<file path="src/rtl/cam_pkg.sv">
// Shared definitions for the per-camera bounding-box extractor.
// Holds the default frame geometry, the hit-counter width, the FSM state
// encoding and the bbox_t record. bbox_t is laid out so that one extractor
// per camera can feed the disparity/colour block's per-camera box inputs.
package cam_pkg;

  localparam logic [11:0] H_ACT_DEF = 12'd1280;
  localparam logic [11:0] V_ACT_DEF = 12'd720;

  // Hit counter saturates at 2^HIT_CNT_W - 1.
  localparam int HIT_CNT_W = 16;

  typedef enum logic [1:0] {
    ST_WAIT_SYNC = 2'd0,
    ST_ACCUM     = 2'd1,
    ST_LATCH     = 2'd2
  } cam_state_e;

  // Field widths match the default 1280x720 geometry.
  typedef struct packed {
    logic [10:0] start_x;
    logic [9:0]  start_y;
    logic [10:0] end_x;
    logic [9:0]  end_y;
    logic        found;
  } bbox_t;

endpackage

</file>
<file path="src/rtl/cam_sync_edge.sv">
// Registered edge detector for the camera timing strobes.
// Ports:
//   clk, rstn : clock, asynchronous active-low reset
//   vsync, de : raw frame sync and active-pixel qualifier
//   vs_rise   : vsync & ~vs_d   (high in the first cycle vsync reads 1)
//   de_fall   : ~de & de_d      (high in the first cycle after a line ends)
module cam_sync_edge (
  input  logic clk,
  input  logic rstn,
  input  logic vsync,
  input  logic de,
  output logic vs_rise,
  output logic de_fall
);

  logic vs_d_q, vs_d_d;
  logic de_d_q, de_d_d;

  always_comb begin
    vs_d_d = vsync;
    de_d_d = de;
  end

  always_ff @(posedge clk or negedge rstn) begin
    if (!rstn) begin
      vs_d_q <= 1'b0;
      de_d_q <= 1'b0;
    end else begin
      vs_d_q <= vs_d_d;
      de_d_q <= de_d_d;
    end
  end

  assign vs_rise = vsync & ~vs_d_q;
  assign de_fall = ~de & de_d_q;

endmodule

</file>
<file path="src/rtl/cam_bbox_extract.sv">
// Per-camera bounding-box extractor.
// Tracks the pixel position of the incoming video stream and, over each
// frame, the extent of all pixels flagged by 'hit'. At every frame boundary
// (vsync rising edge) the extent of the frame just finished is published.
// Ports:
//   clk, rstn            : clock, asynchronous active-low reset
//   vsync, de, hit       : video timing and per-pixel target match
//   start_x/end_x        : box columns   ($clog2(H_ACT) bits)
//   start_y/end_y        : box rows      ($clog2(V_ACT) bits)
//   found                : published box holds at least MIN_HITS pixels
//   box_valid            : one-cycle pulse when the outputs update
//   dbg_state            : current FSM state (cam_state_e encoding)
// Handshake: box_valid is a pure strobe with no back-pressure; the outputs
// are stable from the box_valid cycle until the next box_valid or reset.
module cam_bbox_extract
  import cam_pkg::*;
#(
  parameter logic [11:0] H_ACT    = H_ACT_DEF,
  parameter logic [11:0] V_ACT    = V_ACT_DEF,
  parameter int          MIN_HITS = 16
) (
  input  logic                     clk,
  input  logic                     rstn,
  input  logic                     vsync,
  input  logic                     de,
  input  logic                     hit,
  output logic [$clog2(H_ACT)-1:0] start_x,
  output logic [$clog2(H_ACT)-1:0] end_x,
  output logic [$clog2(V_ACT)-1:0] start_y,
  output logic [$clog2(V_ACT)-1:0] end_y,
  output logic                     found,
  output logic                     box_valid,
  output logic [1:0]               dbg_state
);

  localparam int XW = $clog2(H_ACT);
  localparam int YW = $clog2(V_ACT);
  localparam logic [XW-1:0]        X_MAX      = XW'(H_ACT - 12'd1);
  localparam logic [YW-1:0]        Y_MAX      = YW'(V_ACT - 12'd1);
  localparam logic [HIT_CNT_W-1:0] HIT_MAX    = '1;
  localparam logic [HIT_CNT_W-1:0] MIN_HITS_C = HIT_CNT_W'(MIN_HITS);

  logic vs_rise, de_fall;

  cam_sync_edge u_sync_edge (
    .clk     (clk),
    .rstn    (rstn),
    .vsync   (vsync),
    .de      (de),
    .vs_rise (vs_rise),
    .de_fall (de_fall)
  );

  // Pixel position counters
  logic [XW-1:0] x_cnt_q, x_cnt_d;
  logic [YW-1:0] y_cnt_q, y_cnt_d;

  always_comb begin
    x_cnt_d = x_cnt_q;
    if (de_fall) begin
      x_cnt_d = '0;
    end else if (de && (x_cnt_q != X_MAX)) begin
      x_cnt_d = x_cnt_q + 1'b1;
    end
  end

  // vsync clear wins over a coincident line end so a new frame starts at row 0.
  always_comb begin
    y_cnt_d = y_cnt_q;
    if (vs_rise) begin
      y_cnt_d = '0;
    end else if (de_fall && (y_cnt_q != Y_MAX)) begin
      y_cnt_d = y_cnt_q + 1'b1;
    end
  end

  // FSM, running extent and published box
  cam_state_e state_q, state_d;

  logic [XW-1:0]        run_min_x_q, run_min_x_d, run_max_x_q, run_max_x_d;
  logic [YW-1:0]        run_min_y_q, run_min_y_d, run_max_y_q, run_max_y_d;
  logic [HIT_CNT_W-1:0] hit_cnt_q, hit_cnt_d;

  logic [XW-1:0] start_x_q, start_x_d, end_x_q, end_x_d;
  logic [YW-1:0] start_y_q, start_y_d, end_y_q, end_y_d;
  logic          found_q, found_d;
  logic          box_valid_q, box_valid_d;
  logic          box_ok;

  always_comb begin
    state_d     = state_q;
    run_min_x_d = run_min_x_q;
    run_max_x_d = run_max_x_q;
    run_min_y_d = run_min_y_q;
    run_max_y_d = run_max_y_q;
    hit_cnt_d   = hit_cnt_q;
    start_x_d   = start_x_q;
    end_x_d     = end_x_q;
    start_y_d   = start_y_q;
    end_y_d     = end_y_q;
    found_d     = found_q;
    box_valid_d = 1'b0;
    box_ok      = (hit_cnt_q >= MIN_HITS_C);

    case (state_q)
      // Pixels before the first frame boundary belong to a partial frame.
      ST_WAIT_SYNC: begin
        if (vs_rise) state_d = ST_ACCUM;
      end

      ST_ACCUM: begin
        if (vs_rise) begin
          // The run registers are final here (a hit in this cycle is
          // dropped), so the box is registered on the way into LATCH and
          // becomes visible together with box_valid one cycle after the edge.
          state_d     = ST_LATCH;
          box_valid_d = 1'b1;
          found_d     = box_ok;
          if (box_ok) begin
            start_x_d = run_min_x_q;
            end_x_d   = run_max_x_q;
            start_y_d = run_min_y_q;
            end_y_d   = run_max_y_q;
          end else begin
            start_x_d = '0;
            end_x_d   = '0;
            start_y_d = '0;
            end_y_d   = '0;
          end
        end else if (de && hit) begin
          if (x_cnt_q < run_min_x_q) run_min_x_d = x_cnt_q;
          if (x_cnt_q > run_max_x_q) run_max_x_d = x_cnt_q;
          if (y_cnt_q < run_min_y_q) run_min_y_d = y_cnt_q;
          if (y_cnt_q > run_max_y_q) run_max_y_d = y_cnt_q;
          if (hit_cnt_q != HIT_MAX) hit_cnt_d = hit_cnt_q + 1'b1;
        end
      end

      // One-cycle state; a vsync edge here is not acted on.
      ST_LATCH: begin
        state_d     = ST_ACCUM;
        run_min_x_d = '1;
        run_max_x_d = '0;
        run_min_y_d = '1;
        run_max_y_d = '0;
        hit_cnt_d   = '0;
      end

      default: state_d = ST_WAIT_SYNC;
    endcase
  end

  always_ff @(posedge clk or negedge rstn) begin
    if (!rstn) begin
      state_q     <= ST_WAIT_SYNC;
      x_cnt_q     <= '0;
      y_cnt_q     <= '0;
      run_min_x_q <= '1;
      run_max_x_q <= '0;
      run_min_y_q <= '1;
      run_max_y_q <= '0;
      hit_cnt_q   <= '0;
      start_x_q   <= '0;
      end_x_q     <= '0;
      start_y_q   <= '0;
      end_y_q     <= '0;
      found_q     <= 1'b0;
      box_valid_q <= 1'b0;
    end else begin
      state_q     <= state_d;
      x_cnt_q     <= x_cnt_d;
      y_cnt_q     <= y_cnt_d;
      run_min_x_q <= run_min_x_d;
      run_max_x_q <= run_max_x_d;
      run_min_y_q <= run_min_y_d;
      run_max_y_q <= run_max_y_d;
      hit_cnt_q   <= hit_cnt_d;
      start_x_q   <= start_x_d;
      end_x_q     <= end_x_d;
      start_y_q   <= start_y_d;
      end_y_q     <= end_y_d;
      found_q     <= found_d;
      box_valid_q <= box_valid_d;
    end
  end

  assign start_x   = start_x_q;
  assign end_x     = end_x_q;
  assign start_y   = start_y_q;
  assign end_y     = end_y_q;
  assign found     = found_q;
  assign box_valid = box_valid_q;
  assign dbg_state = state_q;

endmodule

</file>
<file path="config.mk">
export PLATFORM = sky130hd
export DESIGN_NAME = cam_bbox_extract
export DESIGN_NICKNAME = d
export VERILOG_FILES = /design/src/rtl/cam_pkg.sv /design/src/rtl/cam_sync_edge.sv /design/src/rtl/cam_bbox_extract.sv
export SDC_FILE = /design/constraint.sdc
export NUM_CORES = 1
export LEC_CHECK = 0
export CAP_MARGIN = 20
export CORE_MARGIN = 3
export CORE_UTILIZATION = 30
export DETAILED_ROUTE_END_ITERATION = 12
export GPL_TIMING_DRIVEN = 0
export SETUP_SLACK_MARGIN = 0.5
export SLEW_MARGIN = 30
export SYNTH_ARGS = -nofsm -noshare
export SYNTH_HDL_FRONTEND = slang
export SYNTH_HIERARCHICAL = 1
export SYNTH_SLANG_ARGS = --single-unit
</file>
<file path="constraint.sdc">
create_clock -name clk -period 2.57 [get_ports clk]
set_input_delay 0.257 -clock clk [delete_from_list [all_inputs] [get_ports clk]]
set_output_delay 0.257 -clock clk [all_outputs]
set_load 0.005 [all_outputs]
</file>
### Word level (Yosys, flattened, before mapping)

Cells that the tools add are included.

* memory bits (read-only): 0
* register bits: 127
* memory bits (writable): 0
* logic and storage cells: 89
* bits of input ports: 5
* output and inout port bits: 46
* bits in latches: 0
* memories: 0

* $mul: 0
* div/mod/pow operators: 0
* mux-type cells: 33
* order comparisons: 5
* reductions and logical operators: 14
* add/subtract/negate cells: 3
* equality and inequality tests: 14
* shifts and indexed selects: 0
* bitwise operators: 4

Operators by type and width (count)
* 2-to-1 mux 11 bit: 10
* 2-to-1 mux 10 bit: 10
* 2-to-1 mux 16 bit: 3
* case mux 11 bit (2 select lines): 2
* case mux 10 bit (2 select lines): 2
* case mux 16 bit (2 select lines): 1
* AND reduction 4 bit: 5
* adder 16 x 1 -> 16 bit, second input constant: 1
* greater-or-equal comparator 16 x 5 -> 1 bit, second input constant: 1
* != test 16 bit, second input constant: 1
* != test 2 bit, second input constant: 7
* adder 11 x 1 -> 11 bit, second input constant: 1
* > comparator 11 bit: 1
* < comparator 11 bit: 1
* != test 11 bit, second input constant: 1
* adder 10 x 1 -> 10 bit, second input constant: 1
* > comparator 10 bit: 1
* < comparator 10 bit: 1
* != test 10 bit, second input constant: 1
* case mux 2 bit (3 select lines): 1
* nonzero test 2 bit: 3
* 2-to-1 mux 2 bit: 2
* != test 2 x 1 -> 1 bit, second input constant: 2
* AND reduction 2 bit: 2
* other kinds (7): 12

### Logic depth before layout (Yosys ltp)

* word-level depth: 5
* depth in mapped cells: 8
* mapped depth without buffers: 7

### Hierarchy

The synthesis kept the hierarchy.

By module, submodules not included
* cam_bbox_extract: area an instance 6356.1 sq um, sequential area each 3154.3 sq um, cells each 599, instances 1
* cam_sync_edge: area an instance 77.6 sq um, sequential area each 50.0 sq um, cells each 4, instances 1

### Least setup slack after synthesis

No wires, ideal clock.

* path type: register to register
* start point: register run_min_y_q[2]
* end point: register run_min_y_q[0]
* arrival: 2.020 ns
* stages on the path, launching flop included: 9
* clock period less this slack: 2.095 ns
* buffers on the path: 1
* setup time: 0.075 ns
* slack: 0.475 ns
* required time: 2.495 ns
* path through: dfstp_2 -> inv_1 -> ha_1 -> a21o_1 -> a31oi_1 -> o21ai_0 -> a2111oi_0 -> buf_2 -> mux2i_1

* word-level cells in the longest chain between the ends: 3

Ends and longest elaborated chain
* from (decl): line cam_bbox_extract.sv:81 `logic [YW-1:0] run_min_y_q, run_min_y_d, run_max_y_q, run_max_y_d;`
* from (signal assigned): line cam_bbox_extract.sv:175 `run_min_y_q <= run_min_y_d;`
* < comparator 10 bit: line cam_bbox_extract.sv:133 `if (y_cnt_q < run_min_y_q) run_min_y_d = y_cnt_q;`
* != test 2 bit (no line)
* AND reduction 4 bit (no line)

No other way between the ends.
A chain may end at the register's enable or synchronous reset.

### Worst setup path in the final report

* start point: register run_min_y_q[2]
* end point: register run_min_y_q[8]

Same word-level chain as after synthesis.

==> results.json <==
{
  "crit_arrival_ns": 2.45,
  "end_kind": "flop",
  "nets": 754,
  "ios": 51,
  "slowest_delay_ns": 0.54,
  "grt_pass1_vias": 4706,
  "syn_avg_cell_area_um2": 10.67,
  "clock_tree.buffer_depth": 2,
  "drtIter0Drc": 350,
  "antenna_found_initial": 0,
  "num_vias": 4884,
  "crit_fanout": 5,
  "critPathLaunchType": "flop",
  "post-place-ws_ns": -0.2619,
  "synth_edf_count": 0,
  "htreeDepth": 4,
  "cts-root-buf": "clkbuf_16",
  "hold_class": "in2reg",
  "hold_violations": 0,
  "slowest_stage": "dfstp_2",
  "fp.dieW_um": 152.4,
  "cap_viol_max_count": 0,
  "synth_area_um2": 6434,
  "numClockSinks": 127,
  "regArea_um2": 3223,
  "portBuffers": 50,
  "path_buf_inv": 2,
  "wl_per_cell_um": 16.18,
  "cpLargestDelayFamily": "compound AO/OA/AOI/OAI gates",
  "synth_top_cell_by_area": "dfrtp_1",
  "rsz0062_at_grt": "yes",
  "powerDensity_nw_per_um2": 1012,
  "final_area_um2": 8548,
  "synth_nets": 652,
  "insertion_delay_ns": 0.42,
  "crit_chain": "inv_2 > ha_4 > a21o_1 > a31oi_2 > o21ai_2 > a2111oi_4 > buf_6 > mux2i_2",
  "vdd_drop_max_v": 0.0004520,
  "dieArea_um2": 23240,
  "synth_warnings": 6,
  "finalMaxSlewViolations": 0,
  "multiInputGateArea_um2": 3174,
  "netlist_top_cells_count": "106 x dfrtp_1, 60 x inv_1, 54 x nor2_1",
  "drcViolationCount": 0,
  "status": "finished, final reports clean",
  "n_antenna_cell": 0,
  "maxSlewHeadroom": 0.4573,
  "core_um2": 20620,
  "yosysMostFrequentCell": "dfrtp_1",
  "worstSetupPathType": "reg2reg",
  "tightestPinTransition_ns": 0.8141,
  "yosysSeqAreaShare": 0.4981,
  "fin_hold_ws_ns": 0.2522,
  "initial_utilization": 0.3119,
  "wl_mm": 15.99,
  "fin_ws_ns": 0.4481,
  "cts_made_buffers": 17,
  "grt_pass1_wl_mm": 25.61,
  "clkTransAtPathRegs_ns": 0.06,
  "synth.top_cell.area_share": 0.4123,
  "min_period_ns": 2.122,
  "finalSetupViolCount": 0,
  "ys_ff_latch": 127,
  "grt-ovfl-total": 0,
  "period_share": 0.8256,
  "fin_skew_ns": 0.01113,
  "grt_usage": 0.1370,
  "drt_pass1_iterations": 5,
  "synthArstFlopShare": 1.000,
  "dp_hpwl_mm": 10.41,
  "max_freq_mhz": 471.3,
  "ant_nets": 0,
  "area_delta_synth_final_pct": 32.87,
  "synth_flop_cell": "dfrtp_1",
  "vias_per_cell": 4.943,
  "p_leak_uw": 0.003803,
  "tns_ns": 0,
  "num_rows": 52,
  "drive_gt1_frac": 0.2256,
  "place_congestion": 0.8161,
  "grt_max_degree": 69,
  "cts_tree": "built",
  "fill_cells": 1928,
  "die_h_um": 152.4,
  "synth_cell_types": 55,
  "syn_inst": 603,
  "synthTopCellsByArea": "dfrtp_1 41%, dfstp_2 8.6%, ha_1 8.6%",
  "worstPathRequired_ns": 2.90,
  "place_area_um2": 7307
}
## layout by cell type (no fill, tap or decap), types with 7 or more instances in the layout
master	Yosys	layout
ha_4	0	11
dfrtp_1	106	91
buf_4	0	29
a22o_1	43	43
inv_1	60	56
dfrtp_2	0	15
clkbuf_16	0	17
o22a_1	11	11
ha_1	44	33
a21oi_1	21	18
nand3_1	22	22
o21ai_0	14	11
dfstp_2	21	21
clkdlybuf4s50_1	0	48
nor2_1	54	54
mux2i_1	22	21
buf_6	1	7
nand4_1	16	16
xnor2_1	18	18
nand2_1	28	26
xor2_1	10	10
clkbuf_1	13	11
## through the flow
| stage | power, uW | util | instances |
|---|---|---|---|
| floorplan | 4560 | - | 603 |
| global placement | 5539 | 0.3527 | 923 |
| detailed placement | 5578 | 0.3543 | 924 |
| CTS | 8375 | 0.3964 | 970 |
| global route | 9210 | 0.4145 | 988 |
| finish | 8648 | 0.4145 | 988 |
## registers in the layout, summed over array words and instances, names as in the netlist
name,cells
run_max_x_q,11
u_sync_edge/vs_d_q,1
found,1
run_min_y_q,10
end_y,10
u_sync_edge/de_d_q,1
dbg_state,2
start_x,11
run_max_y_q,10
end_x,11
hit_cnt_q,16
start_y,10
run_min_x_q,11
x_cnt_q,11
box_valid,1
y_cnt_q,10
## kinds of logic after synthesis
group | Yosys count | share of synthesized area
simple gates | 167 | 0.1342
compound gates | 130 | 0.1560
flops | 127 | 0.4981
buf+inv | 84 | 0.05212
fa+ha+maj | 44 | 0.08557
xor+xnor | 28 | 0.03812
mux | 23 | 0.03598
## report_power, final
group	leakage, uW	total, uW	switching (uW)	internal [uW]
Sequential	0.00164	3160	467	2700
Clock	0.000312	2600	876	1720
Combinational	0.00185	2890	1370	1520
Total	0.00380	8650	2710	5940
## layout make-up
| cell class | instances | share of cell area |
|---|---|---|
| plain buffers | 24 | 0.01713 |
| clock buffers | 22 | 0.05665 |
| clock inverters | 10 | 0.01859 |
| inverters | 60 | 0.02635 |
| multi-input cells | 392 | 0.3713 |
| flip-flops and latches | 127 | 0.3770 |
| well taps | 270 | 0.03952 |
| repair buffers | 83 | 0.09338 |
## metal layers
layer | share of wire | global-route usage | vias up
met5 | 0 | 0 | -
met4 | 0.014 | 0.03946 | 0
met3 | 0.041 | 0.03806 | 22
met2 | 0.43 | 0.1969 | 103
met1 | 0.52 | 0.2018 | 2381
li1 | - | - | 2378
## path summary, 6_finish.rpt
path / startpoint / endpoint / cells after the start / slack (ns)
setup / recovery: run_min_y_q[2] / run_min_y_q[8] / 8 / 0.45
hold / removal: de / u_sync_edge/de_d_q / 1 / 0.25
setup reg to reg: run_min_y_q[2] / run_min_y_q[8] / 8 / 0.45
hold reg to reg: found / found / 1 / 0.48
max in group asynchronous: rstn / run_min_x_q[2] / 3 / 1.49
min in group asynchronous: rstn / start_y[2] / 2 / 0.36
## what timing repair did
action	in CTS	in global routing
hold buffers	1	0
endpoints found under the hold margin	48	0
setup buffers	12	17
cloned	1	1
pin swaps	4	6
gates resized for setup	33	53
setup endpoints to repair	72	48
Power figures use the tool's default switching activity.
